==> src/rtl/led_pwm_if.sv <==
// LED PIO side bundle for led_pwm_driver: logical enables, per-channel modes and
// brightness in, pin drive, readback state and frame strobe out.
interface led_pwm_if #(
  parameter int WIDTH    = 4,
  parameter int PWM_BITS = 8
);
  logic [WIDTH-1:0]    led_in;
  logic [2*WIDTH-1:0]  mode;
  logic [PWM_BITS-1:0] brightness;
  logic [WIDTH-1:0]    led_out;
  logic [WIDTH-1:0]    led_state;
  logic                frame_start;

  modport master (
    output led_in, mode, brightness,
    input  led_out, led_state, frame_start
  );

  modport slave (
    input  led_in, mode, brightness,
    output led_out, led_state, frame_start
  );
endinterface

==> src/rtl/led_pwm_driver.sv <==
// Drives board LEDs from the PIO out_port with per-channel steady/blink/breathe PWM,
// returning the logical (pre-PWM) LED state for in_port readback.
module led_pwm_driver #(
  parameter int WIDTH        = 4,
  parameter int PWM_BITS     = 8,
  parameter int PRESCALE     = 196,
  parameter int BLINK_FRAMES = 250,
  parameter bit ACTIVE_LOW   = 1'b0
) (
  input  logic     clk,
  input  logic     reset,
  led_pwm_if.slave bus
);

  localparam int PS_W = (PRESCALE > 1) ? $clog2(PRESCALE) : 1;
  localparam int BF_W = (BLINK_FRAMES > 1) ? $clog2(BLINK_FRAMES) : 1;
  localparam logic [PS_W-1:0]     PS_LAST = PS_W'(PRESCALE - 1);
  localparam logic [BF_W-1:0]     BF_LAST = BF_W'(BLINK_FRAMES - 1);
  localparam logic [PWM_BITS-1:0] PWM_MAX = '1;
  localparam logic [WIDTH-1:0]    PIN_OFF = {WIDTH{ACTIVE_LOW}};

  logic [PS_W-1:0]     prescaler;
  logic [PWM_BITS-1:0] pwm_cnt;
  logic [PWM_BITS-1:0] duty_q;
  logic [PWM_BITS-1:0] breathe_duty;
  logic                breathe_dir;
  logic [BF_W-1:0]     blink_cnt;
  logic                blink_phase;

  logic                tick_p0;
  logic                frame_wrap_p0;
  logic [WIDTH-1:0]    le_p0;
  logic [WIDTH-1:0]    on_p0;

  logic [WIDTH-1:0]    led_out_p1;
  logic [WIDTH-1:0]    led_state_p1;
  logic                frame_start_p1;

  // Triangle ramp step: the endpoint frame is held once while direction turns,
  // so the ramp never wraps. Returns {next_dir, next_duty}.
  function automatic logic [PWM_BITS:0] breathe_step(input logic [PWM_BITS-1:0] duty,
                                                     input logic dir);
    logic [PWM_BITS:0] nxt;
    if (!dir && duty == PWM_MAX) begin
      nxt = {1'b1, duty};
    end else if (dir && duty == '0) begin
      nxt = {1'b0, duty};
    end else if (dir) begin
      nxt = {1'b1, duty - PWM_BITS'(1)};
    end else begin
      nxt = {1'b0, duty + PWM_BITS'(1)};
    end
    return nxt;
  endfunction

  // Stage p0: counter decode and per-channel enable/compare
  always_comb begin
    tick_p0       = (prescaler == PS_LAST);
    frame_wrap_p0 = tick_p0 && (pwm_cnt == PWM_MAX);
    le_p0         = '0;
    on_p0         = '0;
    for (int i = 0; i < WIDTH; i++) begin
      case (bus.mode[2*i +: 2])
        2'b01, 2'b11: le_p0[i] = bus.led_in[i];
        2'b10:        le_p0[i] = bus.led_in[i] & blink_phase;
        default:      le_p0[i] = 1'b0;
      endcase
      on_p0[i] = le_p0[i] &&
                 (pwm_cnt < ((bus.mode[2*i +: 2] == 2'b11) ? breathe_duty : duty_q));
    end
  end

  // Stage p1: counters advance, outputs registered
  always_ff @(posedge clk) begin
    if (reset) begin
      prescaler      <= '0;
      pwm_cnt        <= '0;
      duty_q         <= '0;
      breathe_duty   <= '0;
      breathe_dir    <= 1'b0;
      blink_cnt      <= '0;
      blink_phase    <= 1'b0;
      led_out_p1     <= PIN_OFF;
      led_state_p1   <= '0;
      frame_start_p1 <= 1'b0;
    end else begin
      prescaler <= tick_p0 ? '0 : prescaler + PS_W'(1);
      if (tick_p0) begin
        pwm_cnt <= pwm_cnt + PWM_BITS'(1);
      end
      // Brightness is only taken at the frame boundary so no frame is ever split.
      if (frame_wrap_p0) begin
        duty_q                      <= bus.brightness;
        {breathe_dir, breathe_duty} <= breathe_step(breathe_duty, breathe_dir);
        if (blink_cnt == BF_LAST) begin
          blink_cnt   <= '0;
          blink_phase <= ~blink_phase;
        end else begin
          blink_cnt <= blink_cnt + BF_W'(1);
        end
      end
      led_state_p1   <= le_p0;
      led_out_p1     <= on_p0 ^ PIN_OFF;
      frame_start_p1 <= frame_wrap_p0;
    end
  end

  assign bus.led_out     = led_out_p1;
  assign bus.led_state   = led_state_p1;
  assign bus.frame_start = frame_start_p1;

endmodule

==> src/flat_wrapper.sv <==
// flat-port wrapper written by rule: the top's interface ports become plain ports
module led_pwm_driver_flat 
#(
  parameter int WIDTH        = 4,
  parameter int PWM_BITS     = 8,
  parameter int PRESCALE     = 196,
  parameter int BLINK_FRAMES = 250,
  parameter bit ACTIVE_LOW   = 1'b0
)
  (clk, reset, bus_led_in, bus_mode, bus_brightness, bus_led_out, bus_led_state, bus_frame_start);
  led_pwm_if #(.WIDTH(WIDTH), .PWM_BITS(PWM_BITS)) bus_i ();
  input  logic clk;
  input  logic reset;
  input wire logic [$bits(bus_i.led_in)-1:0] bus_led_in;
  input wire logic [$bits(bus_i.mode)-1:0] bus_mode;
  input wire logic [$bits(bus_i.brightness)-1:0] bus_brightness;
  output wire logic [$bits(bus_i.led_out)-1:0] bus_led_out;
  output wire logic [$bits(bus_i.led_state)-1:0] bus_led_state;
  output wire logic [$bits(bus_i.frame_start)-1:0] bus_frame_start;
  assign bus_i.led_in = bus_led_in;
  assign bus_i.mode = bus_mode;
  assign bus_i.brightness = bus_brightness;
  assign bus_led_out = bus_i.led_out;
  assign bus_led_state = bus_i.led_state;
  assign bus_frame_start = bus_i.frame_start;
  led_pwm_driver #(.WIDTH(WIDTH), .PWM_BITS(PWM_BITS), .PRESCALE(PRESCALE), .BLINK_FRAMES(BLINK_FRAMES), .ACTIVE_LOW(ACTIVE_LOW)) u_core (.clk(clk), .reset(reset), .bus(bus_i));
endmodule
==> config.mk <==
export PLATFORM = sky130hd
export DESIGN_NAME = led_pwm_driver_flat
export DESIGN_NICKNAME = d
export VERILOG_FILES = /design/src/rtl/led_pwm_if.sv /design/src/rtl/led_pwm_driver.sv /design/src/flat_wrapper.sv
export SDC_FILE = /design/constraint.sdc
export NUM_CORES = 1
export LEC_CHECK = 0
export BUFFER_PORTS_ARGS = -buffer_cell sky130_fd_sc_hd__buf_2
export CAP_MARGIN = 10
export CORE_MARGIN = 2
export CORE_UTILIZATION = 45
export DETAILED_ROUTE_END_ITERATION = 6
export PLACE_DENSITY = 0.71
export SYNTH_ARGS = -nofsm -noshare
export SYNTH_HDL_FRONTEND = slang
export SYNTH_SLANG_ARGS = --single-unit
==> constraint.sdc <==
create_clock -name clk -period 2.1 [get_ports clk]
set_input_delay 0.21 -clock clk [delete_from_list [all_inputs] [get_ports clk]]
set_output_delay 0.21 -clock clk [all_outputs]
set_load 0.05 [all_outputs]
Yosys cells after proc, flatten, opt, wreduce, memory -nomap -nowiden

Cells that the tools add are included.

Bits of input ports: 22
RAM bits: 0
Bits in latches: 0
ROM bits: 0
Logic and storage cells: 70
Flip-flop bits (word level): 51
Memories kept: 0
Output and inout port bits: 9

Reduce and logical (&&, ||, !) cells: 16
Div/mod/pow operators: 0
Shift operators: 0
Bitwise operators: 7
Multiplexer cells: 12
Add/sub/neg operators: 5
$lt $le $gt $ge: 4
Multiply operators: 0
Equality and inequality tests: 16

Operators by type and width:

| operator              | count |
|---|---|
| $mux W8               | 5 |
| $add A8 B1 Y8 const B | 4 |
| $eq A8 B8 Y1 const B  | 4 |
| $lt A8 B8 Y1          | 4 |
| $mux W9               | 3 |
| $eq A2 B2 Y1 const B  | 8 |
| $reduce_or A2 Y1      | 5 |
| $eq A2 B1 Y1 const B  | 4 |
| $logic_not A8 Y1      | 1 |
| $pmux W1 S2           | 4 |
| $sub A8 B1 Y8 const B | 1 |
| $logic_and A1 B1 Y1   | 7 |
| $and A1 B1 Y1         | 4 |
| $not A1 Y1            | 3 |
| $reduce_and A3 Y1     | 1 |
| $reduce_and A2 Y1     | 1 |
| $logic_not A1 Y1      | 1 |

Logic depth before layout (Yosys ltp)

Depth in word-level cells: 4
Mapped depth: 9
Depth with buffers taken out: 8

Worst setup path before layout

Ideal clock, no wire load.

Kind: flip-flop to flip-flop
Start: reg u_core.pwm_cnt[1]
End: reg u_core.breathe_duty[4]
Slack: 0.215 ns
Cell stages (with the launch flop): 10
Library setup time: 0.128 ns
Clock period less this slack: 1.885 ns
Arrival time: 1.758 ns
Path buffers: 2
Data required time: 1.972 ns
Cell sequence: dfxtp_1 > ha_1 > and3_1 > and4_1 > buf_4 > and2_1 > and2b_1 > buf_6 > mux2i_1 > nor2_1

Word-level cells in the longest chain between the ends: 3

RTL lines:

| what                        | RTL line             | RTL |
|---|---|---|
| from (decl)                 | led_pwm_driver.sv:23 | `logic [PWM_BITS-1:0] pwm_cnt;` |
| from (signal assigned)      | led_pwm_driver.sv:89 | `pwm_cnt <= pwm_cnt + PWM_BITS'(1);` |
| $eq A8 B8 Y1                | led_pwm_driver.sv:59 | `frame_wrap_p0 = tick_p0 && (pwm_cnt == PWM_MAX);` |
| $logic_and A1 B1 Y1         | led_pwm_driver.sv:59 |  |
| $reduce_and A3 Y1 (no line) | --                   |  |
| to (signal assigned)        | led_pwm_driver.sv:94 | `{breathe_dir, breathe_duty} <= breathe_step(breathe_duty, breathe_dir);` |
| to (decl)                   | led_pwm_driver.sv:25 | `logic [PWM_BITS-1:0] breathe_duty;` |

Every way passes these cells.
A chain may end at the register's enable or synchronous reset.

Worst setup path in the final report

Start: reg u_core.breathe_duty[1]
End: reg u_core.breathe_duty[7]

Word-level cells in the longest chain between the ends: 4
Elaborated cells on any way between the ends: 10
Those cells by class: add/sub (2); eq/ne (1); mux (1); bitwise (2); reduce/logical (4)

RTL lines:

| what |
|---|
| branches (longest 4 deep; another with $add A8 B1 Y8) |

Several ways; the timed one is not identified.

==> out/metrics.cfg <==
[floorplan]
die_area_sq_um=7844
initial_core_util_pct=46.85
die_y_microns=88.57
fp.dieW_microns=88.57
ios=31
rows=30
core_area_sq_um=6869

[worst_setup_path]
cp-end-kind=flip-flop
reg2reg_depth=7
cp_data_required_time_ns=2.34
worstPathArrival_ns=2.22
r2r-start=u_core.breathe_duty[1]$_SDFFE_PP0P_
rrSetupSlack_ns=0.12
r2r_end=u_core.breathe_duty[7]$_SDFFE_PP0P_
crit_type=flip-flop to flip-flop
crit_path_max_fanout=8
start_kind=flip-flop

[power_and_ir_drop]
p_total_mw=1.805
seqPwrFrac_pct=54.3
p_leak_nw=1.626
swShare_pct=22.07
intPower_mw=1.406
p_sw_mw=0.3982
clkPwrFrac_pct=40.4
pwr_density_cell_nw_per_um2=489.9
ir_worst_vdd_v=0.0002827
comb_power_share_pct=5.3

[drt]
drc_errors=0
via_per_inst=5.429
drtAntennaViolNets=0
drt_pass1_iterations=4
drt_iter0_markers=69
drt-total-wl_microns=7044
post_drt_wl_per_cell_microns=14.06
vias=2720

[sta]
rsz0062_at_grt=no
setup_tns_ns=0
tightest_slew_ns=0.6386
hold_viol_final=0
finClkSkew_ns=0.004916
finalWorstPathRequiredPeriod_ns=1.978
fin_crit_sh_pct=94.17
slew-limit-headroom_pct=57.43
slew_violations=0
setup_violations=0
fmax_mhz=505.6

[global_route]
grt_pass1_wl_microns=11830
antenna_found_initial=0
grt_max_degree=35
grtUsageTotal_pct=19.23
overflow=0
grt_pass1_vias=2590

[synth]
post-synth-top-area-fraction_pct=31.73
synth_cells=359
synth_nets=420
yosys-top-cells-area=dfxtp_1, ha_1, mux2i_1
syn-cell-area_sq_um=3218
yosysMostFrequentCell=dfxtp_1
avgSynthCellArea_sq_um=8.964
synth_enable_flop_cells=0
synthArstFlopShare_pct=0
yosysSeqAreaShare_pct=31.73
synth_cell_types=45
ys_dominant_reg_cell=dfxtp_1
ys_ff_latch=51
netlist_top_cells_count=dfxtp_1, nor2_1, ha_1
yosys.area.top_type=dfxtp_1
yosysWarnings=0

[cts]
clk_pin_slew_ns=0.09
cts_sinks=51
cts_resized=0
root_buffer=clkbuf_8
postCtsHoldBufs=0
clockBufferDepth=2
htreeDepth=2
clock_latency_ns=0.31
tritoncts=yes
post_cts_buffers=0
cts_buffers=5

[flow_run]
drv_cap=0

[placement]
port_buffers=30
post-dp-hpwl_microns=5347
place.gp.congestion=0.8544
placed_cell_area_sq_um=3557

[worst_hold_path]
hold_depth=3
min_path_type=input pin to flip-flop
min_to=u_core.duty_q[1]$_SDFFE_PP0P_
hp-start=bus_brightness[1]

[cells_and_area]
antenna_cells=0
area_growth_pct=14.46
layout-drive-gt1-share_pct=16.79
layout.nets=465
final_area_sq_um=3684

[run_status]
status=complete, no violations

==> power groups by stage <==
stage	combinational, mW	clock, mW	sequential (mW)
2_1_floorplan	0.0495	0	1.01
3_3_place_gp	0.0942	0	1.00
3_5_place_dp	0.0957	0	1.00
4_1_cts	0.0959	0.748	0.980
5_1_grt	0.105	0.792	0.982
6_report	0.0955	0.729	0.980
==> layout make-up <==
cell class	instances	area, sq um
Clock buffer	6	82.58
Sequential cell	51	1023
Inverter	6	22.52
Clock inverter	2	38.79
Multi-Input combinational cell	292	2111
Timing Repair Buffer	48	285.3
Tap cell	96	120.1
Fill cell	641	3186
==> cell usage in the layout (no fill, tap or decap), types with 2 or more instances in the layout <==
| cell | Yosys | routed |
|---|---|---|
| xnor2_1 | 8 | 8 |
| o21a_1 | 3 | 3 |
| inv_1 | 6 | 6 |
| nand3_1 | 12 | 12 |
| and4b_1 | 3 | 3 |
| buf_2 | 2 | 30 |
| clkbuf_8 | 0 | 6 |
| a21oi_1 | 28 | 28 |
| ha_1 | 38 | 37 |
| nor3_1 | 5 | 5 |
| dfxtp_1 | 51 | 49 |
| nand4_1 | 7 | 7 |
| buf_4 | 1 | 18 |
| nor3b_1 | 6 | 6 |
| nor2_1 | 39 | 39 |
| dfxtp_2 | 0 | 2 |
| nor2b_1 | 5 | 5 |
| and4_1 | 6 | 6 |
| o21ai_0 | 20 | 20 |
| nand2_1 | 33 | 33 |
| mux2i_1 | 36 | 36 |
| xor2_1 | 16 | 16 |
| and3_1 | 4 | 4 |
| or3_1 | 2 | 2 |
==> stage by stage <==
stage	instances	setup WS (ns)	utilization [%]	hold WS, ns
after floorplan	359	0.2147	-	0.2949
after global placement	493	0.1725	51.79	0.4571
after detailed placement	493	0.1061	51.79	0.4600
after CTS	501	0.08527	53.55	0.1311
after global routing	501	0.02606	53.62	0.1363
final	501	0.1223	53.62	0.1360
==> critical path, stage by stage (launching register included) <==
cell and delay [ns]:
dfxtp_1 0.50, ha_1 0.30, a21oi_2 0.15, o211ai_1 0.14
o41ai_2 0.25, xnor2_1 0.13, or3_1 0.31, a21oi_1 0.13
==> kinds of logic after synthesis <==
group                      after synthesis  synth area share (%)
buffers and inverters                   16                 2.760
AOI/OAI and AO/OA                       60                 10.89
adders and majority gates               39                 15.40
DFF                                     51                 31.73
muxes                                   36                 11.20
and+or+nand+nor                        133                 21.50
xor gates and xnor gates                24                 6.532
==> how the worst max path moves through the flow <==
stage	startpoint	to	slack, ns	cells after the start
floorplan	u_core.pwm_cnt[1]$_SDFFE_PP0P_	u_core.breathe_duty[4]$_SDFFE_PP0P_	0.21	9
detailed placement	u_core.breathe_dir$_SDFFE_PP0P_	u_core.breathe_duty[6]$_SDFFE_PP0P_	0.11	8
global placement	u_core.breathe_dir$_SDFFE_PP0P_	u_core.breathe_duty[7]$_SDFFE_PP0P_	0.17	7
CTS	u_core.breathe_dir$_SDFFE_PP0P_	u_core.breathe_duty[6]$_SDFFE_PP0P_	0.09	8
finish	u_core.breathe_duty[1]$_SDFFE_PP0P_	u_core.breathe_duty[7]$_SDFFE_PP0P_	0.12	7
global route	u_core.prescaler[0]$_SDFF_PP0_	u_core.blink_cnt[7]$_SDFFE_PP0P_	0.03	8
==> per-layer routing <==
metal	global-route usage, %	part of all wire [%]	vias up
li1	-	-	1380
met3	3.451	3.5	8
met4	5.647	1.1	0
met5	0	0	-
met2	33.22	47	53
met1	24.54	48	1279
==> sequential cells by signal, indices dropped and copies added, names as in the netlist <==
register                count
u_core.bus.led_out          4
u_core.breathe_dir          1
u_core.prescaler            8
u_core.blink_cnt            8
u_core.breathe_duty         8
u_core.blink_phase          1
u_core.duty_q               8
u_core.bus.frame_start      1
u_core.bus.led_state        4
u_core.pwm_cnt              8
(Power assumes the default switching activity.)
